[config.mk]
export PLATFORM = sky130hd
export DESIGN_NAME = pal_gen2
export DESIGN_NICKNAME = d
export VERILOG_FILES = /design/src/rtl/pal_gen2.sv
export SDC_FILE = /design/constraint.sdc
export NUM_CORES = 1
export LEC_CHECK = 0
export ABC_AREA = 1
export CORE_MARGIN = 4
export CORE_UTILIZATION = 30
export CTS_CLUSTER_DIAMETER = 100
export DETAILED_ROUTE_END_ITERATION = 16
export MAX_ROUTING_LAYER = met4
export PLACE_DENSITY = 0.52
export RECOVER_POWER = 100
export SLEW_MARGIN = 20
export SYNTH_ARGS = -nofsm -noshare
export SYNTH_HDL_FRONTEND = slang
export SYNTH_SLANG_ARGS = --single-unit
[constraint.sdc]
create_clock -name CLK -period 1.85 [get_ports CLK]
set_input_delay 0.2775 -clock CLK [delete_from_list [all_inputs] [get_ports CLK]]
set_output_delay 0.2775 -clock CLK [all_outputs]
set_load 0.01 [all_outputs]
[src/rtl/pal_gen2.sv]
`default_nettype none
// ============================================================================
// Module   : pal_gen2
// Purpose  : Serially configured PAL. Its AND/OR planes and its macrocells are
//            loaded through a shadow shift chain and then committed to the
//            active configuration in one step.
// Revision : 1.0  initial release
// ============================================================================
module pal_gen2 #(
  parameter int N = 8,
  parameter int P = 8,
  parameter int M = 8
) (
  input  logic         CLK,
  input  logic         RES,
  input  logic         CFG_EN,
  input  logic         CFG_DATA,
  input  logic         CFG_COMMIT,
  input  logic [N-1:0] INPUT_VARS,
  output logic [M-1:0] OUTPUT_VALS,
  output logic         CFG_DOUT,
  output logic         CFG_READY,
  output logic         CFG_ERR
);

  localparam int L  = 2*N*P + M*P + 2*M;
  localparam int A  = 2*N*P;
  localparam int B  = A + M*P;
  localparam int CW = $clog2(L + 2);
  localparam logic [CW-1:0] CNT_FULL = CW'(L);
  localparam logic [CW-1:0] CNT_SAT  = CW'(L + 1);

  logic [L-1:0]  shadow;
  logic [L-1:0]  active;
  logic [CW-1:0] bit_cnt;
  logic          dout_q;
  logic          err_q;
  logic [M-1:0]  mc_q;

  logic [2*N-1:0] literals;
  logic [P-1:0]   terms;
  logic [M-1:0]   sums;
  logic [M-1:0]   reg_sel;

  // Literal vector matches the AND-plane column order: true inputs first,
  // followed by their complements.
  assign literals = {~INPUT_VARS, INPUT_VARS};

  // Each product term ANDs its selected literals. A term with no literal
  // selected is forced to 0.
  for (genvar p = 0; p < P; p++) begin : g_term
    logic [2*N-1:0] sel;
    assign sel      = active[p*2*N +: 2*N];
    assign terms[p] = (&(literals | ~sel)) & (|sel);
  end

  // Each sum ORs its selected product terms and then applies its invert bit.
  for (genvar m = 0; m < M; m++) begin : g_sum
    logic [P-1:0] or_sel;
    assign or_sel     = active[A + m*P +: P];
    assign sums[m]    = (|(or_sel & terms)) ^ active[B + 2*m + 1];
    assign reg_sel[m] = active[B + 2*m];
  end

  // Config path: shadow shift, bit counter, commit and sticky error.
  // A commit takes priority over a shift that arrives in the same cycle.
  always_ff @(posedge CLK) begin
    if (RES) begin
      shadow  <= '0;
      active  <= '0;
      bit_cnt <= '0;
      dout_q  <= 1'b0;
      err_q   <= 1'b0;
    end else if (CFG_COMMIT) begin
      bit_cnt <= '0;
      if (bit_cnt == CNT_FULL) begin
        active <= shadow;
        err_q  <= 1'b0;
      end else begin
        err_q  <= 1'b1;
      end
    end else if (CFG_EN) begin
      shadow <= {CFG_DATA, shadow[L-1:1]};
      dout_q <= shadow[0];
      if (bit_cnt != CNT_SAT) begin
        bit_cnt <= bit_cnt + 1'b1;
      end
    end
  end

  // Macrocell flops capture their sum on every edge. They are not cleared
  // by a commit.
  always_ff @(posedge CLK) begin
    if (RES) begin
      mc_q <= '0;
    end else begin
      mc_q <= sums;
    end
  end

  assign OUTPUT_VALS = (reg_sel & mc_q) | (~reg_sel & sums);
  assign CFG_DOUT    = dout_q;
  assign CFG_READY   = (bit_cnt == CNT_FULL);
  assign CFG_ERR     = err_q;

endmodule
`default_nettype wire

### Word level (Yosys, flattened, before mapping)

Cells that the tools add are included.

* input bits: 13
* register bits after elaboration: 434
* logic and storage cells: 84

* multiplexer cells: 1
* reduce and logical (&&, ||, !) cells: 28
* eq/ne operators: 2
* bitwise logic cells: 46
* $add $sub $neg: 1

Operators by type and width (count)
* $not A16 Y16: 8
* $or A16 B16 Y16: 8
* $reduce_and A16 Y1: 8
* $reduce_or A16 Y1: 8
* $and A8 B8 Y8: 10
* $reduce_or A8 Y1: 8
* $not A8 Y8: 2
* $add A8 B1 Y8 const B: 1
* $and A1 B1 Y1: 8
* $eq A8 B8 Y1 const B: 1
* $ne A8 B8 Y1 const B: 1
* $or A8 B8 Y8: 1
* $xor A1 B1 Y1: 8
* $reduce_and A2 Y1: 3
* $reduce_or A2 Y1: 1
* $mux W1: 1
* $not A1 Y1: 1

### Depth between registers and ports, before layout

Gate-level depths: netlist of the first run.

* depth after elaboration: 9
* gate-level depth with buffers: 15
* depth with buffers taken out: 14

### Least setup slack after synthesis of the first run

OpenSTA, ideal clock, no wires.

* path kind: input to output
* from: in INPUT_VARS[0]
* to: out OUTPUT_VALS[0]
* setup slack: 0.169 ns
* required time: 1.572 ns
* data arrival time: 1.404 ns
* cell stages on the path: 15
* path buffers: 1
* path through: buf_4 inv_2 nand2_1 nand2_1 nor2_1 nand2_1 nor2_2 nand3_1 nand2_1 nor2_1 nand2_1 nand2_1 nand2_1 nand2_1 nand2_1

* cells in the longest elaborated chain, start to end: 9

Ends and longest elaborated chain
* start, declared: RTL line 19 `input logic [N-1:0] INPUT_VARS,`
* $not A8 Y8: RTL line 47 `assign literals = {~INPUT_VARS, INPUT_VARS};`
* $or A16 B16 Y16: RTL line 54 `assign terms[p] = (&(literals | ~sel)) & (|sel);`
* $reduce_and A16 Y1: RTL line 54
* $and A1 B1 Y1: RTL line 54
* $and A8 B8 Y8 (*): RTL line 61 `assign sums[m] = (|(or_sel & terms)) ^ active[B + 2*m + 1];`
* $reduce_or A8 Y1 (*): RTL line 61
* $xor A1 B1 Y1 (*): RTL line 61
* $and A8 B8 Y8 (*): RTL line 101 `assign OUTPUT_VALS = (reg_sel & mc_q) | (~reg_sel & sums);`
* $or A8 B8 Y8 (*): RTL line 101
* end, declared: RTL line 20 `output logic [M-1:0] OUTPUT_VALS,`

Mark *: on every way between the ends. The rest lies on a longest branch, timed or not.

### Final worst setup path of the first run

* from: reg active[113]
* to: reg mc_q[1]

* cells in the longest elaborated chain, start to end: 7

Ends and longest elaborated chain
* start, declared: RTL line 34 `logic [L-1:0] active;`
* start signal, assigned: RTL line 77 `active <= shadow;`
* $not A16 Y16: RTL line 54
* $or A16 B16 Y16: RTL line 54
* $reduce_and A16 Y1: RTL line 54
* $and A1 B1 Y1 (*): RTL line 54
* $and A8 B8 Y8 (*): RTL line 61
* $reduce_or A8 Y1 (*): RTL line 61
* $xor A1 B1 Y1 (*): RTL line 61
* end signal, assigned: RTL line 97 `mc_q <= sums;`
* end, declared: RTL line 38 `logic [M-1:0] mc_q;`

Marked as above.
A chain may end at the register's enable or synchronous reset.

==> qor.txt, run 1 <==
status: finished with violations
failing checks: setup timing
hpwl dp: 31100 um
number of global-route vias before repair: 15400
largest net degree at the start of global routing: 75
1st-pass router iterations: 5
pwr/cell area: 808 nW/um^2
Syn Std Cell Area: 17300 sq um
Syn. warnings: 0
TritonCTS clock tree: built
Worst path top cell family by delay: buffers and inverters
IO Pins: 24
crit path max fanout: 8
Crit path required time: 2.35 ns
Yosys reg bits: 434
post-route cell area: 25400 sq um
Slew HR: 0.129
GR Overflow Total: 0
Routability Congestion: 0.835
worst path arrival time: 3.11 ns
min Tclk post-route: 2.61 ns
CP Buf/Inv Count: 10
Slew @ Worst Pin: 1.31 ns
FF-to-FF path depth: 21
Inserted Diodes: 0
Starting Density: 0.305
layout cells sized above 1: 0.335
site row count: 87
Final setup viols: 221
commonest non-fill, non-tap cell in the layout: nor2_1
worst path cell trace: buf_6 > nand2_2 > nand2_2 > nor2_2 > nand2_1 > nor2_2 > buf_12 > nand3_2 > nand2_2 > nor2_4 > nand2_2 > nand2_2 > buf_4 > buf_4 > buf_4 > buf_4 > buf_4 > buf_4 > buf_4 > buf_4 > a21oi_2
setup TNS: -50.94 ns
commonest non-fill, non-tap cells in the layout: nor2_1, dfxtp_1, nand2_1
Final WS setup: -0.761 ns
total number of vias: 16900
Static Leak: 10.4 nW
Post-DRT Antenna Nets: 0
hold path depth: 4
clk sinks: 434
Max-Cap Viols: 0
worst ir drop on vdd: 578 uV
worst hold start: RES
routed len/inst: 17.6 um
Gate Count Post-Synth: 2378
Chip Width: 248 um
Die Footprint: 61700 sq um
Slowest-stage cell, CP: dfxtp_2
r2r setup slk: -0.76 ns
syn_nets: 2394
CTS HTree Levels: 2
initial DRC count: 1363
Largest stage delay, worst path: 0.33 ns
Final Skew: 0.0260 ns
Setup CP Type: reg -> reg
Root Buffer Master: clkbuf_16
Slew Viols, Final: 0
unrepaired setup endpoints after global routing: yes
sequential area share after synthesis: 0.501
fmax: 383 MHz
Post-CTS Hold Buffers: 0
dpl cell area: 19800 sq um
initial antenna violation count: 0
first-pass GRT wire length: 86200 um
number of vias per cell: 4.95
die height: 248 um
Reg clk slew, reported paths: 0.06 ns
CTS buffer count: 47
most used cell, CP: buf_4
# DRC: 0
Netlist cell types: 23
clock latency at the later pin of the worst-skew pair: 0.60 ns
startpoint types: register
clk buf depth: 3
period utilization: 1.41
area delta synth->final: 46.6%
global-route usage over all layers: 0.179
# nets final: 2644
final wirelength: 60100 um
RR Endpoint: mc_q[1]$_SDFF_PP0_
PortBufs: 23
Core ar.: 56800 sq um
Crit. End Element: register
hold endpoint: bit_cnt[6]$_SDFFE_PP0P_
worst hold path class: in -> reg
R2R Path Start: active[113]$_SDFFE_PP0P_
Hold Violations, Final: 0
Syn Area/Cell: 7.29 sq um
routing by layer:
layer	part of all wire	GRT usage	wire, um	vias up
met5	0	-	0	-
met4	0.032	0.0538	1950	0
met3	0.052	0.0278	3100	124
met2	0.45	0.276	26900	431
met1	0.47	0.243	28100	8105
li1	-	-	-	8259
timing repair:
action / CTS / global route
setup endpoints to repair: 48 / 221
setup buffers: 31 / 29
pin swaps: 34 / 122
gates cloned: 23 / 32
resized for setup: 188 / 664
worst max-delay path by stage:
stage                             start                  to  cells past startpoint
3_5_place_dp              INPUT_VARS[4]      OUTPUT_VALS[0]                     16
6_report       active[113]$_SDFFE_PP0P_  mc_q[1]$_SDFF_PP0_                     21
4_1_cts         active[53]$_SDFFE_PP0P_      OUTPUT_VALS[0]                     16
2_1_floorplan             INPUT_VARS[0]      OUTPUT_VALS[0]                     15
3_3_place_gp              INPUT_VARS[4]      OUTPUT_VALS[0]                     16
5_1_grt        active[113]$_SDFFE_PP0P_      OUTPUT_VALS[0]                     16
area by class of cell:
cell class                      count  area [sq um]
Timing Repair Buffer              349          4130
Sequential cell                   434          8720
Clock buffer                       69          1340
Tap cell                          756           946
Inverter                          167           653
Clock inverter                     15           185
Multi-Input combinational cell   1629          9450
Fill cell                        5487         31400
metrics by stage:
| stage | std cells | worst slack, ns | util | hold slack, ns | total power (W) |
|---|---|---|---|---|---|
| final | 3419 | -0.761 | 0.447 | 0.193 | 0.0205 |
| after global routing | 3419 | -0.879 | 0.447 | 0.245 | 0.0213 |
| after CTS | 3369 | -0.759 | 0.397 | 0.174 | 0.0206 |
| after detailed placement | 3232 | -1.31 | 0.348 | 0.453 | 0.0110 |
| after global placement | 3232 | -1.33 | 0.348 | 0.449 | 0.0110 |
| after floorplan | 2378 | 0.169 | - | 0.412 | 0.0106 |
sequential cells by signal, summed over array words and instances, names as in the netlist:
signal	cells
shadow	208
CFG_ERR	1
CFG_DOUT	1
active	208
bit_cnt	8
mc_q	8
tightest hold or removal path, delay by kind of cell:
kind	cells	cell delay [ns]
simple gates	3	0.28
buf+inv	1	0.18
power by group:
| part | switching [W] | internal [W] | leakage [nW] | total (W) |
|---|---|---|---|---|
| sequential | 0.000260 | 0.00963 | 3.54 | 0.00989 |
| clock | 0.00394 | 0.00556 | 0.750 | 0.00951 |
| combinational | 0.000763 | 0.000370 | 6.07 | 0.00113 |
Yosys cell counts:
cell / instances / area [sq um]
buf_4: 13 / 97.6
inv_1: 160 / 601
and3_1: 1 / 6.26
a21oi_1: 220 / 1100
nand3_1: 141 / 706
o21ai_0: 335 / 1680
nand2_1: 352 / 1320
xor2_1: 1 / 8.76
nor4_2: 1 / 12.5
o211ai_1: 1 / 7.51
clkbuf_1: 92 / 345
dfxtp_1: 434 / 8690
nor3_1: 3 / 15.0
nor2_2: 8 / 50.1
buf_2: 23 / 115
buf_6: 26 / 293
a21boi_0: 1 / 7.51
nor2_1: 490 / 1840
nand4_1: 33 / 206
o21ai_1: 32 / 160
inv_2: 7 / 26.3
ha_1: 3 / 37.5
nand2_4: 1 / 11.3
kinds of logic (layout without fill, tap and decap cells):
kind of cell	Yosys count	after routing	synth area share
flops	434	434	0.501
buf+inv	321	600	0.0853
fa+ha+maj	3	3	0.00217
xor+xnor	1	1	0.000505
compound gates	589	589	0.170
simple gates	1030	1036	0.240
No activity file was read; power rests on OpenSTA's default activity.
==> inputs of run 2 (changes only) <==
--- a/config.mk
+++ b/config.mk
@@ -5,7 +5,6 @@
 export SDC_FILE = /design/constraint.sdc
 export NUM_CORES = 1
 export LEC_CHECK = 0
-export ABC_AREA = 1
 export CORE_MARGIN = 4
 export CORE_UTILIZATION = 30
 export CTS_CLUSTER_DIAMETER = 100
==> run 2 against run 1 <==
Effect of this change:
- the flow still finishes with violations (setup timing)
- global-route usage is 2.1 points lower
- final cell count decreased by 12%
- final area fell by 8.8%
- area after synthesis shrank 4.4%
- sequential share of layout area is 3.3 points higher
- combinational power fell by 43%
- worst setup slack worse by 0.46 ns
- routed wire length fell by 17%
- critical path depth decreased by 12
- clock power rose by 2.4%
- non-clock buffer count decreased by 80
- via count is 12% lower
- critical path type is now reg -> out
==> qor.txt, run 2 <==
site row count: 85
commonest non-fill, non-tap cells in the layout: nand2_1, dfxtp_1, a21oi_1
post-route cell area: 23200 sq um
routed len/inst: 16.7 um
FF-to-FF path depth: 9
Synth Area in Compound Gates: 0.148
Syn. warnings: 0
fmax: 326 MHz
Post-synth EDFFs: 0
Chip Width: 243 um
Crit. End Element: primary output
Slew Viols, Final: 0
sequential area share after synthesis: 0.524
Static Leak: 8.61 nW
largest net degree at the start of global routing: 66
Post-DRT Antenna Nets: 0
Inserted Diodes: 0
Post-synth top cells: nand2_1, dfxtp_1, a21oi_1
main combinational cell family by area after synthesis: simple AND/OR/NAND/NOR gates
Hold Violations, Final: 0
total number of vias: 14900
final wirelength: 50100 um
Syn Std Cell Area: 16600 sq um
period utilization: 1.66
most frequent cell after synthesis: nand2_1
worst path cell trace: nor4_2 > and4_4 > nor3_4 > buf_12 > buf_8 > a2111oi_4 > nand4_1 > a31oi_2 > buf_2
Top FF cell, synth: dfxtp_1
Core ar.: 54200 sq um
clk buf depth: 3
Gate Count Post-Synth: 2097
Final Skew: 0.0211 ns
min Tclk post-route: 3.07 ns
post-synthesis simple-gate area fraction: 0.241
IO Pins: 24
area delta synth->final: 39.9%
dpl cell area: 19200 sq um
crit path max fanout: 7
failing checks: setup timing
Post-Synth XOR/XNOR Area: 0.00370
clk sinks: 434
worst hold path class: in -> reg
Worst Hold Margin: 0.192 ns
initial antenna violation count: 0
Post-CTS Hold Buffers: 0
Setup CP Type: reg -> out
Largest stage delay, worst path: 0.41 ns
post-synthesis adder-cell area fraction: 0.00226
unrepaired setup endpoints after global routing: yes
initial DRC count: 769
CTS buffer count: 47
Max-Cap Viols: 0
GR Overflow Total: 0
Crit path required time: 1.57 ns
Netlist cell types: 35
Starting Density: 0.306
status: finished with violations
clock latency at the later pin of the worst-skew pair: 0.59 ns
CTS HTree Levels: 2
# nets final: 2282
largest registers: active (208), shadow (208)
TritonCTS clock tree: built
multiplexer area fraction after synthesis: 0.0387
Slew HR: 0.583
# DRC: 0
Die Footprint: 59100 sq um
number of vias per cell: 4.97
Root Buffer Master: clkbuf_16
fillers: 5271
Routability Congestion: 0.878
cell taking the most area after synthesis: dfxtp_1
Final WS setup: -1.22 ns
pwr/cell area: 851 nW/um^2
Final setup viols: 213
global-route usage over all layers: 0.157
Slew @ Worst Pin: 0.625 ns
ys async rst share: 0
worst path arrival time: 2.79 ns
Synth top area share: 0.524
Yosys reg bits: 434
startpoint types: register
die height: 243 um
PortBufs: 23
syn_nets: 2113
Reg clk slew, reported paths: 0.06 ns
hold path depth: 2
1st-pass router iterations: 5
dominant cells by area after synthesis: dfxtp_1, nand2_1, a21oi_1
hpwl dp: 29900 um
worst ir drop on vdd: 623 uV
commonest non-fill, non-tap cell in the layout: nand2_1
first-pass GRT wire length: 75000 um
number of global-route vias before repair: 14200
layout cells sized above 1: 0.265
Syn Area/Cell: 7.90 sq um
Slowest-stage cell, CP: a2111oi_4
## run 2: changes by cell type after synthesis, sizes merged, moves of 19 or more
cell | previous run | this run
nand2 | 353 | 836
nor2 | 498 | 19
o21ai | 367 | 0
a21oi | 220 | 426
inv | 167 | 10
nand3 | 141 | 2
mux2i | 0 | 64
nor4 | 1 | 32
nor4b | 0 | 24
buf | 62 | 43
## run 2: layer usage
| metal | GRT usage | up-vias | wire, um | part of all wire |
|---|---|---|---|---|
| met3 | 0.0286 | 104 | 1910 | 0.038 |
| met4 | 0.0467 | 0 | 1450 | 0.029 |
| met2 | 0.264 | 231 | 24800 | 0.49 |
| li1 | - | 7372 | - | - |
| met1 | 0.194 | 7177 | 22000 | 0.44 |
| met5 | - | - | 0 | 0 |
## run 2: logic make-up after synthesis
family,count (synthesis)
AOI/OAI and AO/OA,467
xor gates and xnor gates,7
adders and majority gates,3
buffers and inverters,160
DFF,434
muxes,64
and+or+nand+nor,962
## run 2: final cells by class
cell class	instances	area, sq um	share of cell area
multi-input combinational	1504	8900	0.384
clock inverter	16	225	0.00971
timing repair buffer	269	3070	0.132
tap	696	871	0.0376
inverter	10	37.5	0.00162
clock buffer	68	1380	0.0594
sequential	434	8710	0.376
## run 2: final timing paths
path                                               from                  endpoint  slack (ns)
worst min-delay path                                RES  shadow[121]$_SDFFE_PP0P_        0.19
worst min register to register  shadow[80]$_SDFFE_PP0P_   active[80]$_SDFFE_PP0P_        0.46
worst max register to register  active[46]$_SDFFE_PP0P_        mc_q[0]$_SDFF_PP0_       -0.38
worst max-delay path            active[46]$_SDFFE_PP0P_            OUTPUT_VALS[0]       -1.22
## run 2: where the power goes
part	switching [W]	internal, W
clock	0.00388	0.00586
sequential	0.00000444	0.00935
combinational	0.000436	0.000210
## run 2: per-stage QoR
step | power (W) | util | std cells | setup WS [ns] | setup TNS [ns]
2_1_floorplan | 0.00989 | - | 2097 | -0.166 | -1.24
3_3_place_gp | 0.0102 | 0.354 | 2857 | -1.57 | -22.87
3_5_place_dp | 0.0102 | 0.354 | 2857 | -1.64 | -21.56
4_1_cts | 0.0200 | 0.394 | 2963 | -1.30 | -11.98
5_1_grt | 0.0204 | 0.427 | 2997 | -1.34 | -51.36
6_report | 0.0197 | 0.427 | 2997 | -1.22 | -28.70
## run 2: critical path: cells and delay by family (launching register included)
family / cells / cell delay (ns)
buf+inv: 3 / 0.44
compound gates: 2 / 0.58
flops: 1 / 0.32
simple gates: 4 / 0.86
## run 2: timing repair
| action | 4_1_cts | 5_1_grt |
|---|---|---|
| gates cloned | 4 | 18 |
| buffers inserted | 28 | 21 |
| pin swaps | 32 | 160 |
| endpoints found under the setup margin | 112 | 209 |
| gates resized for setup | 97 | 351 |
==> inputs of run 3 (changes only) <==
--- a/config.mk
+++ b/config.mk
@@ -5,13 +5,13 @@
 export SDC_FILE = /design/constraint.sdc
 export NUM_CORES = 1
 export LEC_CHECK = 0
-export CORE_MARGIN = 4
+export CORE_MARGIN = 1
 export CORE_UTILIZATION = 30
 export CTS_CLUSTER_DIAMETER = 100
 export DETAILED_ROUTE_END_ITERATION = 16
-export MAX_ROUTING_LAYER = met4
 export PLACE_DENSITY = 0.52
 export RECOVER_POWER = 100
+export SKIP_CTS_REPAIR_TIMING = 1
 export SLEW_MARGIN = 20
 export SYNTH_ARGS = -nofsm -noshare
 export SYNTH_HDL_FRONTEND = slang
==> run 3 against run 2 <==
Effect of this change:
- largest cell class unchanged
- combinational power is 1% higher
- routed wire length is 1.6% lower
- count of clock-buffer cells in the layout is 3 lower
- critical endpoint is now OUTPUT_VALS[5]
- the flow still finishes with violations (setup timing)
==> qor.txt, run 3 (synthesis results as in run 2) <==
status: finished with violations
failing checks: setup timing
number of global-route vias before repair: 14100
Die Footprint: 56200 sq um
Reg clk slew, reported paths: 0.06 ns
largest registers: active (208), shadow (208)
routed len/inst: 16.6 um
IO Pins: 24
clk sinks: 434
worst ir drop on vdd: 640 uV
Setup CP Type: reg -> out
Final WS setup: -1.25 ns
Starting Density: 0.306
total number of vias: 14900
worst hold path class: in -> reg
Worst Hold Margin: 0.0597 ns
Static Leak: 8.96 nW
largest net degree at the start of global routing: 69
clk buf depth: 3
Hold Violations, Final: 0
Root Buffer Master: clkbuf_16
Psw: 0.00432 W
CTS buffer count: 47
worst path arrival time: 2.82 ns
Max-Cap Viols: 0
Clock Power Share: 0.485
number of vias per cell: 5.01
TritonCTS clock tree: built
initial antenna violation count: 0
setup TNS: -26.35 ns
period utilization: 1.68
# nets final: 2265
site row count: 85
unrepaired setup endpoints after global routing: yes
die height: 237 um
area delta synth->final: 40.0%
Comb power frac: 0.034
Routability Congestion: 0.862
pwr/cell area: 837 nW/um^2
Final Skew: 0.0350 ns
initial DRC count: 885
Non-Filler Instances: 2979
PortBufs: 23
Slew Viols, Final: 0
global-route usage over all layers: 0.159
clock latency at the later pin of the worst-skew pair: 0.59 ns
fmax: 323 MHz
dpl cells: 2839
first-pass GRT wire length: 73200 um
Post-DRT Antenna Nets: 0
sequential power share: 0.481
min Tclk post-route: 3.10 ns
Inserted Diodes: 0
layout cells sized above 1: 0.278
Core ar.: 54200 sq um
Final setup viols: 206
Crit path required time: 1.57 ns
# DRC: 0
Crit. End Element: primary output
commonest non-fill, non-tap cells in the layout: nand2_1, dfxtp_1, a21oi_1
GR Overflow Total: 0
internal power consumption: 0.0151 W
commonest non-fill, non-tap cell in the layout: nand2_1
Chip Width: 237 um
final core occ: 0.428
Slew @ Worst Pin: 0.810 ns
hpwl dp: 29800 um
crit path max fanout: 7
final wirelength: 49300 um
Slew HR: 0.460
startpoint types: register
1st-pass router iterations: 5
CTS HTree Levels: 2
switching share of total power: 0.222
run 3: cell types whose count changed in the layout (fill, tap and decap cells not counted), moves of 8 or more:
| cell | before | now |
|---|---|---|
| dfxtp_1 | 416 | 428 |
| buf_4 | 133 | 124 |
| nand2_2 | 18 | 27 |
| dfxtp_2 | 18 | 6 |
| a21oi_1 | 315 | 297 |
| nand2_4 | 62 | 89 |
| nand2_1 | 755 | 719 |
| buf_6 | 26 | 16 |
| a21oi_2 | 111 | 129 |
| buf_12 | 42 | 50 |
run 3: worst paths after layout:
path,startpoint,to,slack (ns),cells past startpoint
setup / recovery,active[47]$_SDFFE_PP0P_,OUTPUT_VALS[5],-1.25,9
hold / removal,RES,active[107]$_SDFFE_PP0P_,0.06,2
setup reg to reg,active[47]$_SDFFE_PP0P_,mc_q[6]$_SDFF_PP0_,-0.35,9
hold reg to reg,shadow[54]$_SDFFE_PP0P_,shadow[53]$_SDFFE_PP0P_,0.45,2
run 3: layout make-up:
| class | instances | area [sq um] |
|---|---|---|
| multi-input cells | 1503 | 9070 |
| flip-flops and latches | 434 | 8700 |
| fillers | 5278 | 31000 |
| repair buffers | 253 | 3010 |
| clock buffers | 65 | 1320 |
| well taps | 696 | 871 |
| inverters | 10 | 37.5 |
| clock inverters | 18 | 206 |
run 3: power groups by stage:
stage / Clock (W) / Sequential, W / Combinational, W
floorplan: 0 / 0.00956 / 0.000328
global placement: 0 / 0.00956 / 0.000655
detailed placement: 0 / 0.00956 / 0.000659
CTS: 0.00965 / 0.00935 / 0.000660
global route: 0.0101 / 0.00935 / 0.000693
finish: 0.00943 / 0.00935 / 0.000652
run 3: layer usage:
metal	GRT usage	wire [um]	up-vias
li1	-	-	7330
met1	0.207	22100	7192
met2	0.264	23900	281
met3	0.0245	1820	107
met4	0.0622	1520	0
met5	0	0	-
run 3: worst max-delay path, stage by stage (launching register included):
cell and delay [ns]:
dfxtp_2 0.33, nor4_2 0.29, and4_1 0.28, nor3_4 0.06
buf_12 0.14, buf_4 0.15, a2111oi_4 0.46, nand4_1 0.20
a31oi_2 0.17, buf_2 0.15
run 3: per-stage QoR:
step                      area, sq um  total power [W]  worst slack (ns)
after floorplan                 16700          0.00989            -0.166
after global placement          19100           0.0102             -1.65
after detailed placement        19100           0.0102             -1.73
after CTS                       20600           0.0197             -2.03
after global routing            23200           0.0201             -1.35
final                           23200           0.0194             -1.25
